**config.mk**
```make
export PLATFORM = sky130hd
export DESIGN_NAME = dff_bank_arbiter
export DESIGN_NICKNAME = d
export VERILOG_FILES = /design/src/rtl/dff_bank_arbiter.sv
export SDC_FILE = /design/constraint.sdc
export NUM_CORES = 1
export LEC_CHECK = 0
export CORE_MARGIN = 5
export CORE_UTILIZATION = 25
export DETAILED_ROUTE_END_ITERATION = 16
export PLACE_DENSITY = 0.48
export SETUP_SLACK_MARGIN = 0.3
export SYNTH_ARGS = -nofsm -noshare
export SYNTH_HDL_FRONTEND = slang
export SYNTH_SLANG_ARGS = --single-unit
```
**constraint.sdc**
```tcl
create_clock -name clk -period 10.2 [get_ports clk]
set_clock_uncertainty 0.2 [all_clocks]
set_input_delay 1.02 -clock clk [delete_from_list [all_inputs] [get_ports clk]]
set_output_delay 1.02 -clock clk [all_outputs]
set_load 0.1 [all_outputs]
```
**src/rtl/dff_bank_arbiter.sv**
```systemverilog
// Round-robin sharing of one external d_ff bank among NREQ requesters: IDLE -> EXEC -> CHECK.
// Optional readback comparison enabled by DFF_BANK_ARBITER_READBACK_CHECK_EN.
module dff_bank_arbiter #(
   parameter int NREQ  = 4,
   parameter int WIDTH = 8
) (
   input  logic                    clk,
   input  logic                    reset,
   input  logic [NREQ-1:0]         req,
   input  logic [2*NREQ-1:0]       op,
   input  logic [NREQ*WIDTH-1:0]   wdata,
   output logic [NREQ-1:0]         gnt,
   output logic                    done,
   output logic [WIDTH-1:0]        rdata,
   output logic                    err,
   output logic [WIDTH-1:0]        ff_d,
   output logic                    ff_reset,
   output logic                    ff_preset,
   input  logic [WIDTH-1:0]        ff_q
);

   localparam int          IW = (NREQ > 1) ? $clog2(NREQ) : 1;
   localparam int unsigned N  = NREQ;

   typedef enum logic [1:0] {IDLE, EXEC, CHECK} state_t;
   typedef enum logic [1:0] {OP_WRITE = 2'b00, OP_CLEAR = 2'b01,
                             OP_PRESET = 2'b10, OP_READ = 2'b11} op_t;

   state_t            state;
   logic [IW-1:0]     rr_ptr;
   logic [IW-1:0]     win_idx;

   logic [1:0]        op_a [NREQ];
   logic [WIDTH-1:0]  wd_a [NREQ];

   logic              found;
   logic [IW-1:0]     sel_idx;
   logic [NREQ-1:0]   sel_onehot;
   op_t               sel_op;
   logic [WIDTH-1:0]  sel_data;
   logic [WIDTH-1:0]  nxt_d;

   for (genvar g = 0; g < NREQ; g++) begin : g_split
      assign op_a[g] = op[2*g +: 2];
      assign wd_a[g] = wdata[WIDTH*g +: WIDTH];
   end

   // First requester after rr_ptr, wrapping modulo NREQ.
   always_comb begin
      int unsigned   k;
      logic [IW-1:0] kk;
      found      = 1'b0;
      sel_idx    = '0;
      sel_onehot = '0;
      sel_op     = OP_WRITE;
      sel_data   = '0;
      k          = 0;
      kk         = '0;
      for (int unsigned i = 1; i <= N; i++) begin
         k  = (32'(rr_ptr) + i) % N;
         kk = IW'(k);
         if (!found && req[kk]) begin
            found           = 1'b1;
            sel_idx         = kk;
            sel_onehot      = '0;
            sel_onehot[kk]  = 1'b1;
            sel_op          = op_t'(op_a[kk]);
            sel_data        = wd_a[kk];
         end
      end
   end

   // Bank d value for the selected op; also the value expected back from the bank.
   always_comb begin
      nxt_d = '0;
      case (sel_op)
         OP_WRITE:  nxt_d = sel_data;
         OP_CLEAR:  nxt_d = '0;
         OP_PRESET: nxt_d = '1;
         OP_READ:   nxt_d = ff_q;
         default:   nxt_d = '0;
      endcase
   end

   always_ff @(posedge clk or posedge reset) begin
      if (reset) begin
         state     <= IDLE;
         rr_ptr    <= IW'(NREQ - 1);
         win_idx   <= '0;
         gnt       <= '0;
         done      <= 1'b0;
         rdata     <= '0;
         ff_d      <= '0;
         ff_reset  <= 1'b0;
         ff_preset <= 1'b0;
      end else begin
         case (state)
            IDLE: begin
               gnt  <= '0;
               done <= 1'b0;
               if (found) begin
                  win_idx   <= sel_idx;
                  gnt       <= sel_onehot;
                  ff_d      <= nxt_d;
                  ff_reset  <= (sel_op == OP_CLEAR);
                  ff_preset <= (sel_op == OP_PRESET);
                  state     <= EXEC;
               end
            end
            EXEC: begin
               done      <= 1'b1;
               rdata     <= ff_q;
               ff_reset  <= 1'b0;
               ff_preset <= 1'b0;
               state     <= CHECK;
            end
            CHECK: begin
               done   <= 1'b0;
               gnt    <= '0;
               rr_ptr <= win_idx;
               state  <= IDLE;
            end
            default: state <= IDLE;
         endcase
      end
   end

`ifdef DFF_BANK_ARBITER_READBACK_CHECK_EN
   logic [WIDTH-1:0] exp_val;

   always_ff @(posedge clk or posedge reset) begin
      if (reset) begin
         exp_val <= '0;
         err     <= 1'b0;
      end else begin
         if (state == IDLE && found)
            exp_val <= nxt_d;
         err <= (state == EXEC) && (ff_q != exp_val);
      end
   end
`else
   assign err = 1'b0;
`endif

endmodule

```
## Word-level counts from Yosys, hierarchy flattened

Index checks and enable logic that the tools add are counted.

| storage, ports and cells | value |
|---|---|
| logic and storage cells | 123 |
| memory bits (read-only) | 0 |
| memory bits (writable) | 0 |
| memories | 0 |
| flip-flop bits (word level) | 29 |
| bits in latches | 0 |
| output and inout bits | 24 |
| input bits | 54 |

| operators by class | value |
|---|---|
| mux-type cells | 70 |
| bitwise operators | 4 |
| multiply operators | 0 |
| magnitude comparators | 12 |
| add/sub/neg operators | 4 |
| div/mod/pow operators | 0 |
| reduce and logical (&&, ||, !) cells | 18 |
| shifts and indexed selects | 0 |
| eq/ne operators | 6 |

Operators with widths:

| cell | count |
|---|---|
| two-way mux 8 bit | 12 |
| binary-select mux 8 bit (select 2 bit) | 4 |
| two-way mux 2 bit | 17 |
| one-hot mux 8 bit (4 select lines) | 1 |
| two-way mux 4 bit | 5 |
| binary-select mux 2 bit (select 2 bit) | 4 |
| two-way mux 1 bit | 14 |
| >= comparator 3 bit (second input constant) | 4 |
| < comparator 2 x 3 -> 1 bit (second input constant) | 4 |
| NOT 2 -> 3 bit | 4 |
| binary-select mux 1 bit (select 2 bit) | 4 |
| demux 1 bit (select 2 bit) | 4 |
| >= comparator 2 x 1 -> 1 bit (second input constant) | 4 |
| one-hot mux 4 bit (2 select lines) | 1 |
| logical AND 1 bit | 7 |
| == test 2 bit (second input constant) | 3 |
| one-hot mux 1 bit (2 select lines) | 3 |
| nonzero test 2 bit | 3 |
| adder 2 x 1 -> 2 bit (second input constant) | 2 |
| adder 2 bit (second input constant) | 2 |
| == test 2 x 1 -> 1 bit (second input constant) | 2 |
| logical NOT 2 bit | 2 |
| one-hot mux 2 bit (2 select lines) | 1 |
| AND reduction 2 bit | 2 |
| 3 further kinds | 5 |

## Depth between registers and ports, before layout

Gate-level depths: netlist (run 1).

| logic depth | value |
|---|---|
| depth in word-level cells | 16 |
| mapped depth | 14 |
| depth with buffers taken out | 8 |

## Least setup slack after synthesis (run 1)

OpenSTA, ideal clock, no wires.

| timing path | value |
|---|---|
| path type | register -> register |
| start point | register rr_ptr[0] |
| end point | register ff_d[1] |
| setup time | 0.156 ns |
| clock period less this slack | 4.424 ns |
| arrival | 4.069 ns |
| slack | 5.776 ns |
| buffers on the path | 6 |
| data required time | 9.844 ns |
| stages on the path, launching flop included | 15 |
| cells stage by stage | dfstp_2 buf_2 buf_2 buf_2 buf_1 inv_1 ha_1 clkbuf_1 mux4_2 o41ai_4 inv_2 buf_4 and2_1 a221oi_2 a31oi_1 |

| between the ends | value |
|---|---|
| word-level cells in the longest chain between the ends | 15 |
| elaborated cells on any way between the ends | 64 |
| classes of those cells | add/sub: 4; eq/ne: 3; mux: 45; bitwise: 4; reduce/logical: 8 |

RTL lines:

| what | RTL line | RTL |
|---|---|---|
| start: declaration | 30 | `logic [IW-1:0] rr_ptr;` |
| start signal: assignment | 88 | `rr_ptr <= IW'(NREQ - 1);` |
| start signal: assignment | 120 | `rr_ptr <= win_idx;` |
| adder 2 x 1 -> 2 bit | 60 | `k = (32'(rr_ptr) + i) % N;` |
| binary-select mux 1 bit (select 2 bit) | 62 | `if (!found && req[kk]) begin` |
| two-way mux 1 bit (implied by the code) | 62 |  |
| two-way mux 1 bit | 62 |  |
| logical NOT 1 bit | 62 |  |
| logical AND 1 bit | 62 |  |
| two-way mux 1 bit | 62 |  |
| logical NOT 1 bit | 62 |  |
| logical AND 1 bit | 62 |  |
| two-way mux 1 bit | 62 |  |
| logical NOT 1 bit | 62 |  |
| logical AND 1 bit | 62 |  |
| two-way mux 2 bit | 62 |  |
| == test 2 bit, or another cell as far along | 76 | `case (sel_op)` |
| one-hot mux 8 bit (4 select lines) | 76 |  |
| end signal: assignment | 104 | `ff_d <= nxt_d;` |
| end: declaration | 16 | `output logic [WIDTH-1:0] ff_d,` |

Several ways; a longest one is shown, not always the timed one. The select of a mux whose other input is x is not followed.
A chain may end at the register's enable or synchronous reset.

## Worst setup path after layout (run 1)

| timing path | value |
|---|---|
| start point | register rr_ptr[0] |
| end point | register ff_d[4] |

Same word-level chain as after synthesis.

==> reports/results.ini, run 1 <==
[outcome]
status = finished clean

[cells_and_area]
nets = 391
diodes = 0
finalInstanceArea_um2 = 4114
drive_gt1_frac = 0.2364
area_growth_pct = 33.17

[critical_path]
end_kind = flip-flop
crit_top_cell = buf_4
cp_top_family = buffers and inverters
cp_cell_sequence = buf_4, inv_1, ha_1, buf_4, mux4_2, nor4b_4, a22oi_2, a221oi_1, a31oi_1
cp.arrival_ns = 4.67
cp_slowest_cell = nor4b_4
startpoint_type = flip-flop
crit_start = rr_ptr[0]$_DFFE_PP1P_
slowest_delay_ns = 0.72
rr_startpoint = rr_ptr[0]$_DFFE_PP1P_
crit_buf_inv = 3
worst-path-stages = 9
critPathKind = reg -> reg
required_ns = 10.10
path_max_fanout = 55
rr_worst_depth = 9

[sta]
setup_ws_ns = 5.424
grt_setup_unrepaired = false
timing.slew.headroom = 0.2517
hold_violations = 0
period_minus_slack_ns = 4.776
finalSetupTns_ns = 0
hold_slack_ns = 0.2902
tightest_slew_ns = 1.121
maxSlewViolCount = 0
finalCritPeriodShare = 0.4682
final-setup-viol-count = 0
max_freq_ghz = 0.2094

[hold_path]
hold_path_depth = 2
worstHoldStart = win_idx[0]$_DFFE_PP0P_
holdCritPathClass = reg -> reg

[global_routing]
grt_first_pass_wirelength_um = 14080
antenna_found_initial = 0
grt_remaining_overflow = 0
grt_max_degree = 56
grt_pass1_vias = 2647
grt_util_all_layers = 0.1185

[placed_design]
postPlaceCellArea_um2 = 3956
hpwlAfterDp_um = 6424
io_buffers = 76
dp_slack_ns = 5.349
place.gp.congestion = 0.7238

[yosys]
synth_top_area_frac = 0.3208
yosys.area_share.adder = 0.03240
netlist_instances = 271
syn-mean-instance-area_um2 = 11.40
synth_xor_area_frac = 0
yosys.area.top_type = mux4_2
synth_edf_count = 0
seq_area_frac_synth = 0.2357
synth_compound_area_frac = 0.1875
ys_ff_latch = 29
synth-warning-count = 0
ys.flop_type = dfrtp_1
syn-cell-area_um2 = 3089
synth_top_family_by_area = multiplexers
synth_cell_types = 41
syn-num-nets = 333
yosysMostFrequentCell = mux4_2
synth_commonest_cells = mux4_2, dfrtp_1, a21oi_1, and2_1, nand2_1
synth.area.mux_share = 0.3637
synth-simple-area-share = 0.1300
async_flop_share = 1.000
synth.area.top_cells = mux4_2, dfrtp_1, mux2_2

[floorplanning]
coreArea_um2 = 12060
die_area_um2 = 14680
initial_core_util = 0.2561
rows = 40
die_x_um = 121.2
dieHeight_um = 121.2
io-pin-count = 78

[clocking]
clk_latency_ns = 0.27
cts_root_buf = clkbuf_16
post_cts_resized = 0
clk_pin_slew_ns = 0.05
cts_tree = yes
cts-htree-levels = 2
hold_buffers = 0
cts_buffers = 5
post_cts_buffers = 0
cts_buffer_depth = 2
clkSinkCount = 29

[routing]
drt-initial-drc-count = 205
vias = 2585
drt-pass1-iter-count = 4
antenna_left = 0
vias_per_cell = 5.191
wl_per_cell_um = 17.12
routed_wl_um = 8524
drc = 0

[flow_run]
maxCapViolCount = 0

==> registers in the layout, indices dropped and copies added, names as in the netlist <==
signal     cells
rr_ptr         2
state          2
win_idx        2
ff_d           8
ff_reset       1
ff_preset      1
gnt            4
rdata          8
done           1
==> final timing paths <==
| check | to | slack [ns] |
|---|---|---|
| max | ff_d[4]$_DFFE_PP0P_ | 5.42 |
| min reg2reg | win_idx[0]$_DFFE_PP0P_ | 0.29 |
| min in group asynchronous | done$_DFFE_PP0P_ | 1.15 |
| max in group asynchronous | rdata[7]$_DFFE_PP0P_ | 7.98 |
| min | win_idx[0]$_DFFE_PP0P_ | 0.29 |
| max reg2reg | ff_d[4]$_DFFE_PP0P_ | 5.42 |
==> placed cells by master, fill, tap and decap left out, types with 3 or more instances in the layout <==
| cell type | count |
|---|---|
| nor3_1 | 3 |
| nand2_1 | 16 |
| buf_4 | 3 |
| o21ai_0 | 5 |
| a221oi_1 | 6 |
| clkbuf_16 | 5 |
| nor2b_1 | 11 |
| nor2_1 | 5 |
| inv_1 | 6 |
| mux2_2 | 10 |
| and2_1 | 17 |
| a31oi_1 | 8 |
| o31ai_1 | 3 |
| o211ai_1 | 10 |
| a221oi_2 | 4 |
| ha_1 | 8 |
| a22o_1 | 4 |
| mux4_2 | 44 |
| clkdlybuf4s50_1 | 76 |
| a22oi_1 | 9 |
| a21oi_1 | 17 |
| dfrtp_1 | 27 |
| nand3b_1 | 9 |
==> metal layers <==
metal | wire (um) | track usage | vias up
met2 | 3989 | 0.1928 | 77
li1 | - | - | 1204
met1 | 4034 | 0.1653 | 1298
met4 | 102 | 0.03221 | 0
met5 | 0 | 0 | -
met3 | 397 | 0.01678 | 6
==> worst reg2reg max path, cell delays in order (launching register included) <==
cell and delay [ns]:
dfstp_2 0.51, buf_4 0.63, inv_1 0.31, ha_1 0.42, buf_4 0.33, mux4_2 0.57, nor4b_4 0.72, a22oi_2 0.44
a221oi_1 0.38, a31oi_1 0.08
==> layout make-up <==
type                    count  area, um^2
well taps                 168       210.2
inverters                   7       26.28
repair buffers             79       783.3
fillers                  1221        7948
flip-flops and latches     29       728.2
multi-input cells         207        2208
clock buffers               7       152.6
clock inverters             1       5.005
==> cell families after synthesis <==
family | count (synthesis)
AND/OR/NAND/NOR | 69
other | 1
flip-flops | 29
buffers and inverters | 35
AO/OA/AOI/OAI | 73
adder cells (fa/ha/maj) | 8
multiplexers | 56
==> metrics by stage <==
| stage | utilization | instances |
|---|---|---|
| finish | 0.3411 | 498 |
| CTS | 0.3411 | 498 |
| detailed placement | 0.3280 | 490 |
| global route | 0.3411 | 498 |
| global placement | 0.3280 | 490 |
| floorplan | - | 271 |
Power of run 1 is left out: the tool's default activity adds up to more than one toggle a clock period on the data nets, which glitch-free logic cannot reach.
==> inputs of run 2 (changes only) <==
--- a/config.mk
+++ b/config.mk
@@ -8,7 +8,7 @@
 export CORE_MARGIN = 5
 export CORE_UTILIZATION = 25
 export DETAILED_ROUTE_END_ITERATION = 16
-export PLACE_DENSITY = 0.48
+export PLACE_DENSITY = 0.5
 export SETUP_SLACK_MARGIN = 0.3
 export SYNTH_ARGS = -nofsm -noshare
 export SYNTH_HDL_FRONTEND = slang
==> constraint.sdc (replaced) <==
create_clock -name clk -period 4 [get_ports clk]
set_clock_uncertainty 0.2 [all_clocks]
set_input_delay 0.4 -clock clk [delete_from_list [all_inputs] [get_ports clk]]
set_output_delay 0.4 -clock clk [all_outputs]
set_load 0.1 [all_outputs]
==> reports/results.ini, run 2 (synthesis gave the netlist of run 1 again) <==
[outcome]
status = finished clean  ; unchanged

[placed_design]
io_buffers = 76  ; unchanged
hpwlAfterDp_um = 6464  ; was 6424 um
place.gp.congestion = 0.7300  ; was 0.7238

[routing]
drt-pass1-iter-count = 4  ; unchanged
routed_wl_um = 8411  ; was 8524 um
vias_per_cell = 5.089  ; was 5.191
antenna_left = 0  ; unchanged
wl_per_cell_um = 16.66  ; was 17.12 um
vias = 2570  ; was 2,585
drt-initial-drc-count = 100  ; was 205
drc = 0  ; unchanged

[cells_and_area]
area_growth_pct = 34.63  ; was 33.17%
nets = 399  ; was 391
layout.cells.most_common_list = clkdlybuf4s50_1, mux4_2, dfrtp_1  ; unchanged
largest_registers = ff_d x8, rdata x8, gnt x4  ; unchanged
drive_gt1_frac = 0.2493  ; was 0.2364
diodes = 0  ; unchanged
final_common_cell = clkdlybuf4s50_1  ; unchanged

[critical_path]
crit_buf_inv = 2  ; was 3
end_kind = flip-flop  ; unchanged
cp_cell_sequence = inv_1, ha_1, buf_4, mux4_2, and2_1, a22oi_1, nand2_1, a31o_2  ; was buf_4, inv_1, ha_1, buf_4, mux4_2, nor4b_4, a22oi_2, a221oi_1, a31oi_1
startpoint_type = flip-flop  ; unchanged
critPathKind = reg -> reg  ; unchanged
path_max_fanout = 20  ; was 55
required_ns = 3.96  ; was 10.10 ns
slowest_delay_ns = 0.59  ; was 0.72 ns
cp_slowest_cell = a22oi_1  ; was nor4b_4
cp.arrival_ns = 3.24  ; was 4.67 ns
cp_top_family = compound AO/OA/AOI/OAI gates  ; was buffers and inverters

[sta]
timing.slew.headroom = 0.3243  ; was 0.2517
grt_setup_unrepaired = false  ; unchanged
maxSlewViolCount = 0  ; unchanged
hold_violations = 0  ; unchanged
finalSetupTns_ns = 0  ; unchanged
final-setup-viol-count = 0  ; unchanged
tightest_slew_ns = 1.010  ; was 1.121 ns
period_minus_slack_ns = 3.280  ; was 4.776 ns
max_freq_ghz = 0.3049  ; was 0.2094 GHz
finalCritPeriodShare = 0.8200  ; was 0.4682

[clocking]
cts_buffer_depth = 2  ; unchanged
hold_buffers = 0  ; unchanged
cts_root_buf = clkbuf_16  ; unchanged
cts_buffers = 5  ; unchanged
clk_pin_slew_ns = 0.05  ; about the same
cts_tree = yes  ; unchanged
post_cts_resized = 0  ; unchanged
post_cts_buffers = 0  ; unchanged
clk_latency_ns = 0.27  ; about the same
cts-htree-levels = 2  ; unchanged
clkSinkCount = 29  ; unchanged

[floorplanning]
die_x_um = 121.2  ; unchanged
die_area_um2 = 14680  ; unchanged
initial_core_util = 0.2561  ; unchanged
coreArea_um2 = 12060  ; unchanged
io-pin-count = 78  ; unchanged
dieHeight_um = 121.2  ; unchanged
rows = 40  ; unchanged

[global_routing]
grt_util_all_layers = 0.1138  ; was 0.1185
grt_max_degree = 36  ; was 56
antenna_found_initial = 0  ; unchanged
grt_pass1_vias = 2548  ; was 2,647
grt_remaining_overflow = 0  ; unchanged
grt_first_pass_wirelength_um = 13740  ; was 14,080 um

[hold_path]
holdCritPathClass = reg -> reg  ; unchanged

[flow_run]
maxCapViolCount = 0  ; unchanged

[run 2: through the flow]
step	setup WS (ns)	cell area (um^2)	utilization	instances	hold WS, ns
floorplan	0.3068	3112	-	271	0.2446
global placement	0.6443	4016	0.3330	498	0.2632
detailed placement	0.6309	4016	0.3330	498	0.2685
CTS	0.7174	4159	0.3448	505	0.2807
global route	0.4922	4159	0.3448	505	0.3062
finish	0.7199	4159	0.3448	505	0.2836
[run 2: metal layers]
metal	GRT usage	up-vias	share of wire
met1	0.1678	1267	0.50
met5	0	-	0
met2	0.1730	86	0.43
li1	-	1211	-
met3	0.01865	6	0.054
met4	0.02941	0	0.011
[run 2: cell type report]
type                       instances  area (um^2)
clock buffer                       7        142.6
fill                            1214         7903
inverter                           7        26.28
multi-input combinational        207         2208
sequential                        29        728.2
tap                              168        210.2
timing repair buffer              87        843.3
[run 2: worst paths after layout]
check	from	endpoint	slack [ns]	depth (start not counted)
setup reg to reg	rr_ptr[0]$_DFFE_PP1P_	ff_reset$_DFFE_PP0P_	0.72	8
setup / recovery	rr_ptr[0]$_DFFE_PP1P_	ff_reset$_DFFE_PP0P_	0.72	8
hold / removal	win_idx[1]$_DFFE_PP0P_	win_idx[1]$_DFFE_PP0P_	0.28	2
max in group asynchronous	reset	rr_ptr[1]$_DFFE_PP1P_	2.97	3
hold reg to reg	win_idx[1]$_DFFE_PP0P_	win_idx[1]$_DFFE_PP0P_	0.28	2
min in group asynchronous	reset	gnt[3]$_DFFE_PP0N_	0.32	3
[run 2: tightest hold or removal path, delay by kind of cell (launching register included)]
| kind | cells | cell delay (ns) |
|---|---|---|
| DFF | 1 | 0.34 |
| and+or+nand+nor | 1 | 0.05 |
| AOI/OAI and AO/OA | 1 | 0.05 |
Power of run 2 is left out for the same reason.
==> inputs of run 3 (changes only) <==
==> constraint.sdc (replaced) <==
create_clock -name clk -period 2.7 [get_ports clk]
set_clock_uncertainty 0.2 [all_clocks]
set_input_delay 0.27 -clock clk [delete_from_list [all_inputs] [get_ports clk]]
set_output_delay 0.27 -clock clk [all_outputs]
set_load 0.1 [all_outputs]
==> reports/results.ini, run 3 (synthesis gave the netlist of run 1 again) <==
[outcome]
status = complete, but fails checks  ; was finished clean
violations = setup timing

[global_routing]
grt_util_all_layers = 0.1235  ; was 0.1138
grt_pass1_vias = 2726  ; was 2,548
grt_first_pass_wirelength_um = 14750  ; was 13,740 um
grt_remaining_overflow = 0  ; unchanged
antenna_found_initial = 0  ; unchanged
grt_max_degree = 33  ; was 36

[sta]
max_freq_ghz = 0.3508  ; was 0.3049 GHz
finalCritPeriodShare = 1.056  ; was 0.8200
hold_violations = 0  ; unchanged
grt_setup_unrepaired = true  ; was false
period_minus_slack_ns = 2.850  ; was 3.280 ns
hold_slack_ns = 0.1670  ; was 0.2836 ns
setup_ws_ns = -0.1504  ; was 0.7199 ns
final-setup-viol-count = 13  ; was 0
maxSlewViolCount = 0  ; unchanged

[cells_and_area]
nets = 433  ; was 399
drive_gt1_frac = 0.4194  ; was 0.2493
area_growth_pct = 46.74  ; was 34.63%
diodes = 0  ; unchanged
stdcell_count = 540  ; was 505
largest_registers = ff_d x8, rdata x8, gnt x4  ; unchanged
layout.cells.most_common_list = clkdlybuf4s50_1, buf_4, mux4_2  ; was clkdlybuf4s50_1, mux4_2, dfrtp_1
nFillCells = 1193  ; was 1,214

[floorplanning]
die_x_um = 121.2  ; unchanged
initial_core_util = 0.2561  ; unchanged
io-pin-count = 78  ; unchanged
rows = 40  ; unchanged
die_area_um2 = 14680  ; unchanged
dieHeight_um = 121.2  ; unchanged
coreArea_um2 = 12060  ; unchanged

[clocking]
hold_buffers = 0  ; unchanged
clk_latency_ns = 0.27  ; about the same
cts_root_buf = clkbuf_16  ; unchanged
cts-htree-levels = 2  ; unchanged
clk_pin_slew_ns = 0.05  ; about the same
cts_buffers = 5  ; unchanged
cts_buffer_depth = 2  ; unchanged
cts_tree = yes  ; unchanged
clkSinkCount = 29  ; unchanged

[routing]
vias = 2748  ; was 2,570
drt-initial-drc-count = 155  ; was 100
wl_per_cell_um = 16.86  ; was 16.66 um
antenna_left = 0  ; unchanged
drc = 0  ; unchanged
routed_wl_um = 9103  ; was 8411 um
drt-pass1-iter-count = 4  ; unchanged
vias_per_cell = 5.089  ; about the same

[critical_path]
end_kind = flip-flop  ; unchanged
r2r_slack_ns = -0.15  ; was 0.72 ns
path_max_fanout = 8  ; was 20
required_ns = 2.67  ; was 3.96 ns
cp.arrival_ns = 2.82  ; was 3.24 ns
critPathKind = reg -> reg  ; unchanged
startpoint_type = flip-flop  ; unchanged

[placed_design]
io_buffers = 76  ; unchanged
dp.cells = 527  ; was 498
place.gp.congestion = 0.7837  ; was 0.7300
hpwlAfterDp_um = 6913  ; was 6464 um

[hold_path]
holdCritPathClass = in -> async  ; was reg -> reg

[flow_run]
maxCapViolCount = 0  ; unchanged

run 3: routing by layer:
layer  part of all wire  vias up  track usage
met5                  0        -            0
met2               0.46       85       0.1879
li1                   -     1289            -
met1               0.48     1367       0.1824
met3              0.051        7      0.02191
met4              0.010        0      0.02871
run 3: worst paths after layout:
kind | startpoint | endpoint | cells after the start
worst max-delay path | rr_ptr[0]$_DFFE_PP1P_ | ff_reset$_DFFE_PP0P_ | 9
worst min-delay path | reset | gnt[3]$_DFFE_PP0N_ | 3
worst max register to register | rr_ptr[0]$_DFFE_PP1P_ | ff_reset$_DFFE_PP0P_ | 9
worst min register to register | win_idx[0]$_DFFE_PP0P_ | win_idx[0]$_DFFE_PP0P_ | 2
max in group asynchronous | reset | rr_ptr[0]$_DFFE_PP1P_ | 3
min in group clk | win_idx[0]$_DFFE_PP0P_ | win_idx[0]$_DFFE_PP0P_ | 2
run 3: repair_timing:
action | 4_1_cts | 5_1_grt
gates cloned | 2 | 0
endpoints found under the setup margin | 17 | 17
gates resized for setup | 17 | 9
setup buffers | 3 | 0
pin swaps | 8 | 4
run 3: final cells by class:
type / instances / area, um^2 / area share
sequential: 29 / 728.2 / 0.1606
multi-input combinational: 208 / 2297 / 0.5068
timing repair buffer: 119 / 1114 / 0.2457
tap: 168 / 210.2 / 0.04637
timing repair inverter: 1 / 8.758 / 0.001932
clock buffer: 6 / 128.9 / 0.02843
clock inverter: 2 / 10.01 / 0.002208
inverter: 7 / 36.28 / 0.008004
run 3: worst max-delay path, stage by stage (launching register included):
cell and delay [ns]:
dfstp_2 0.56, inv_6 0.04, ha_4 0.27, mux4_2 0.57, buf_12 0.17, or2_1 0.21, o211ai_1 0.17, buf_4 0.17
o311ai_4 0.14, a31o_2 0.23
run 3: through the flow:
stage / cell area, um^2 / setup TNS [ns] / worst slack, ns / utilization
after floorplan: 3192 / -10.99 / -0.7600 / -
after global placement: 4264 / -1.551 / -0.1915 / 0.3535
after detailed placement: 4264 / -2.369 / -0.2405 / 0.3535
after CTS: 4499 / -1.427 / -0.1578 / 0.3730
after global routing: 4533 / -3.139 / -0.2815 / 0.3758
final: 4533 / -1.320 / -0.1504 / 0.3758
Power of run 3 is left out for the same reason.
